**config.mk**
```make
export PLATFORM = sky130hd
export DESIGN_NAME = axis_burst_source
export DESIGN_NICKNAME = d
export VERILOG_FILES = /design/src/rtl/axis_burst_source.sv
export SDC_FILE = /design/constraint.sdc
export NUM_CORES = 1
export LEC_CHECK = 0
export BUFFER_PORTS_ARGS = -buffer_cell sky130_fd_sc_hd__buf_2
export CAP_MARGIN = 25
export CORE_MARGIN = 1.5
export CORE_UTILIZATION = 53
export CTS_CLUSTER_SIZE = 24
export DETAILED_ROUTE_END_ITERATION = 8
export PLACE_DENSITY = 0.84
export SLEW_MARGIN = 15
export SYNTH_ARGS = -nofsm -noshare
export SYNTH_HDL_FRONTEND = slang
export SYNTH_SLANG_ARGS = --single-unit
```
**constraint.sdc**
```tcl
create_clock -name clk -period 3.32 [get_ports clk]
set_input_delay 0.83 -clock clk [delete_from_list [all_inputs] [get_ports clk]]
set_output_delay 0.83 -clock clk [all_outputs]
set_load 0.01 [all_outputs]
```
**src/rtl/axis_burst_source.sv**
```systemverilog
// Purpose: AXI4-stream burst source of incrementing beats; optional inter-beat gaps via AXIS_BURST_SOURCE_GAP_EN.
// Latency: first m_valid 1 cycle after start; done pulses 1 cycle after the final handshake.
// Backpressure: beats hold stable while m_ready is low; start is ignored (not queued) while busy.
module axis_burst_source #(
    parameter int DATA_SIZE = 8,
    parameter int CNT_W     = 16,
    parameter int STEP      = 1
) (
    input  logic                 clk,
    input  logic                 rst,
    input  logic                 start,
    input  logic [DATA_SIZE-1:0] start_value,
    input  logic [CNT_W-1:0]     beat_count,
`ifdef AXIS_BURST_SOURCE_GAP_EN
    input  logic [7:0]           gap_cycles,
`endif
    output logic                 busy,
    output logic                 done,
    output logic [DATA_SIZE-1:0] m_data,
    output logic                 m_valid,
    input  logic                 m_ready,
    output logic                 m_last
);

    typedef enum logic [1:0] {IDLE, SEND, FIN} state_t;

    state_t               state;
    state_t               state_n;
    logic [DATA_SIZE-1:0] data_reg;
    logic [DATA_SIZE-1:0] data_n;
    logic [CNT_W-1:0]     remaining;
    logic [CNT_W-1:0]     rem_n;
    logic                 accept;
    logic                 final_beat;
    logic                 valid_n;
    logic                 last_n;
    logic                 gap_clear;

`ifdef AXIS_BURST_SOURCE_GAP_EN
    logic [7:0]           gap_len;
    logic [7:0]           gap_len_n;
    logic [7:0]           gap_cnt;
    logic [7:0]           gap_n;
`endif

    assign accept     = m_valid && m_ready;
    assign final_beat = (remaining == CNT_W'(1));
    assign m_data     = data_reg;

    always_ff @(posedge clk) begin
        if (rst) begin
            state <= IDLE;
        end else begin
            state <= state_n;
        end
    end

    always_comb begin
        state_n = state;
        case (state)
            IDLE: begin
                if (start) begin
                    state_n = (beat_count == '0) ? FIN : SEND;
                end
            end
            SEND: begin
                if (accept && final_beat) begin
                    state_n = FIN;
                end
            end
            FIN:     state_n = IDLE;
            default: state_n = IDLE;
        endcase
    end

    // Next-cycle datapath and registered output values.
    always_comb begin
        data_n = data_reg;
        rem_n  = remaining;
`ifdef AXIS_BURST_SOURCE_GAP_EN
        gap_len_n = gap_len;
        gap_n     = gap_cnt;
`endif
        case (state)
            IDLE: begin
                if (start && (beat_count != '0)) begin
                    data_n = start_value;
                    rem_n  = beat_count;
`ifdef AXIS_BURST_SOURCE_GAP_EN
                    gap_len_n = gap_cycles;
                    gap_n     = 8'd0;
`endif
                end
            end
            SEND: begin
                if (accept) begin
                    data_n = data_reg + DATA_SIZE'(STEP);
                    rem_n  = remaining - CNT_W'(1);
`ifdef AXIS_BURST_SOURCE_GAP_EN
                    // No trailing gap after the final beat so done timing is unaffected.
                    gap_n = final_beat ? 8'd0 : gap_len;
`endif
                end
`ifdef AXIS_BURST_SOURCE_GAP_EN
                else if (gap_cnt != 8'd0) begin
                    gap_n = gap_cnt - 8'd1;
                end
`endif
            end
            default: ;
        endcase

`ifdef AXIS_BURST_SOURCE_GAP_EN
        gap_clear = (gap_n == 8'd0);
`else
        gap_clear = 1'b1;
`endif
        valid_n = (state_n == SEND) && gap_clear;
        last_n  = valid_n && (rem_n == CNT_W'(1));
    end

    always_ff @(posedge clk) begin
        if (rst) begin
            data_reg  <= '0;
            remaining <= '0;
            m_valid   <= 1'b0;
            m_last    <= 1'b0;
            busy      <= 1'b0;
            done      <= 1'b0;
`ifdef AXIS_BURST_SOURCE_GAP_EN
            gap_len   <= 8'd0;
            gap_cnt   <= 8'd0;
`endif
        end else begin
            data_reg  <= data_n;
            remaining <= rem_n;
            m_valid   <= valid_n;
            m_last    <= last_n;
            busy      <= (state_n != IDLE);
            done      <= (state_n == FIN);
`ifdef AXIS_BURST_SOURCE_GAP_EN
            gap_len   <= gap_len_n;
            gap_cnt   <= gap_n;
`endif
        end
    end

endmodule

```
==> flow_summary.ini <==
[run_status]
status = finished, final reports clean

[setup_path]
cp-end-kind = flip-flop
path_max_fanout = 7
critPathKind = primary input to flip-flop
worstPathArrival_ns = 3.17
worstPathRequired_ns = 3.58
crit_family = simple AND/OR/NAND/NOR gates
slowest_stage = or4_1
startpoint_type = primary input
critical_path.max_stage_delay_ns = 0.60
path_cells = buf_2 -> or4_1 -> o41ai_4 -> nor2_2 -> nor3_1 -> a211oi_1 -> or4_4 -> nor4_2
crit_buf_inv = 1

[synthesis]
synthArstFlopShare = 0
synth.avg_cell_area_sq_um = 7.85
synth-simple-area-share = 0.385
synth_area_leader_cell = dfxtp_1
synth-seq-area-share = 0.339
yosysWarningCount = 0
synth-xor-area-share = 0.00987
syn_inst = 226
ys_types = 49
syn_nets = 257
synth_top_area_frac = 0.339
synth_seq_cells = 30
synth_edf_count = 0
synth_top_family_by_area = simple AND/OR/NAND/NOR gates
synthFlopType = dfxtp_1
synth_compound_area_frac = 0.215
syn_area_sq_um = 1770
synthAdderAreaFrac = 0.0212
ys_top_cells_by_area = dfxtp_1, nor2_1, a21oi_1
synth.area.mux_share = 0

[finish]
final_cell_mix = buf_2, nor2_1, dfxtp_1
utilization = 0.668
drive_gt1_frac = 0.230
layout_commonest_cell = buf_2
nets = 300
n_antenna_cell = 0
area_growth_pct = 17.8

[route]
drt-pass1-iter-count = 4
via_per_inst = 6.17
vias = 1937
remaining_drc_errors = 0
routed_wl_um = 4860
drt-initial-drc-count = 169
drtAntennaViolNets = 0
wl_per_cell_um = 15.5

[timing]
rsz0062_at_grt = false
worst_clock_skew_ns = 0.00897
final-hold-violation-count = 0
fmax_mhz = 343
finalSetupViolCount = 0
fin_crit_sh = 0.878
slew_viol_final = 0
tightest_slew_ns = 0.950
tns_ns = 0
slew_headroom = 0.365
min_period_ns = 2.91

[worst_hold_path]
min_path_type = flip-flop to flip-flop

[clock_network]
cts_htree_levels = 2
ctsResizeCount = 0
numCtsBuffers = 5
cts_tree = done
cts_buffer_depth = 2
cts_setup_buffers = 0
clock_latency_ns = 0.33
numClockSinks = 30
clk_pin_slew_ns = 0.09
cts_root_buffer = clkbuf_4
cts_hold_buf = 0

[job]
max-cap-violations = 0

[global_routing]
grt_start_max_net_pins = 26
grt_overflow = 0
gr-usage-all-layers = 0.294
antenna_found_initial = 0
grt_pass1_wl_um = 7990
grt_pass1_vias = 1714

[placed_design]
dp_hpwl_um = 3690
numPortBuffers = 39
place_congestion = 0.936

[die]
die_y_um = 60.9
ios = 40
row_count = 20
core-area_sq_um = 3130
dieArea_sq_um = 3700
die_x_um = 60.9
start_util = 0.567

[power_and_ir_drop]
ir_drop_mv = 0.245
p_leak_nw = 0.864
power_density_nw_per_um2 = 401
-- registers in the layout, indices dropped and copies added (netlist names) --
register and flops:
done 1, m_data 8, m_valid 1, busy 1
state 2, remaining 16, m_last 1
-- metal layers --
metal	track usage	routed length, um
met4	0.102	123
met3	0.0682	447
met2	0.456	2230
met1	0.400	2060
met5	0	0
-- cell families after synthesis --
group,Yosys count
AOI/OAI and AO/OA,56
buffers and inverters,14
and+or+nand+nor,121
xor gates and xnor gates,2
DFF,30
adders and majority gates,3
-- through the flow --
step	setup slack (ns)	std cells	hold slack [ns]	total power, mW	instance area (sq um)
detailed placement	0.0690	306	0.512	0.615	2030
finish	0.405	314	0.525	0.839	2090
CTS	0.414	314	0.524	0.838	2090
floorplan	0.312	226	0.523	0.544	1770
global placement	0.112	306	0.513	0.611	2030
global route	0.278	314	0.555	0.890	2090
-- final timing paths --
path               end  cells after the start  slack [ns]      startpoint
max             m_last                      8        0.41  beat_count[11]
min          m_data[7]                      2        0.52       m_data[7]
max reg2reg     m_last                      6        0.79    remaining[5]
min reg2reg  m_data[7]                      2        0.52       m_data[7]
-- Yosys cell counts (all sizes together), types with 2 or more instances --
cell type / n
a21boi: 2
nand4: 9
nor2b: 8
dfxtp: 30
nor2: 33
inv: 6
o31ai: 2
ha: 3
a21oi: 16
nor3: 6
nand2b: 4
nor4: 9
a22oi: 2
nor3b: 4
nand3b: 2
o21ai: 12
a31oi: 3
and3: 3
nand3: 6
and4b: 2
or4: 7
o221ai: 2
clkbuf: 7
nand2: 21
a211oi: 5
a221oi: 2
and4: 3
-- final cells by class --
class,instances,area (sq um)
flip-flops and latches,30,601
clock buffers,7,55.1
fillers,283,1040
well taps,44,55.1
repair buffers,44,233
inverters,6,22.5
multi-input cells,182,1120
clock inverters,1,5.00
-- worst min-delay path, cell delays in order, from the launching register on --
cell	delay (ns)
dfxtp_1	0.33
nor2_1	0.10
a211oi_1	0.05
-- power by group --
part | switching [mW] | internal (mW)
clock network | 0.123 | 0.102
logic | 0.112 | 0.0837
registers | 0.0319 | 0.385
total | 0.267 | 0.571
Power figures use the tool's default switching activity.
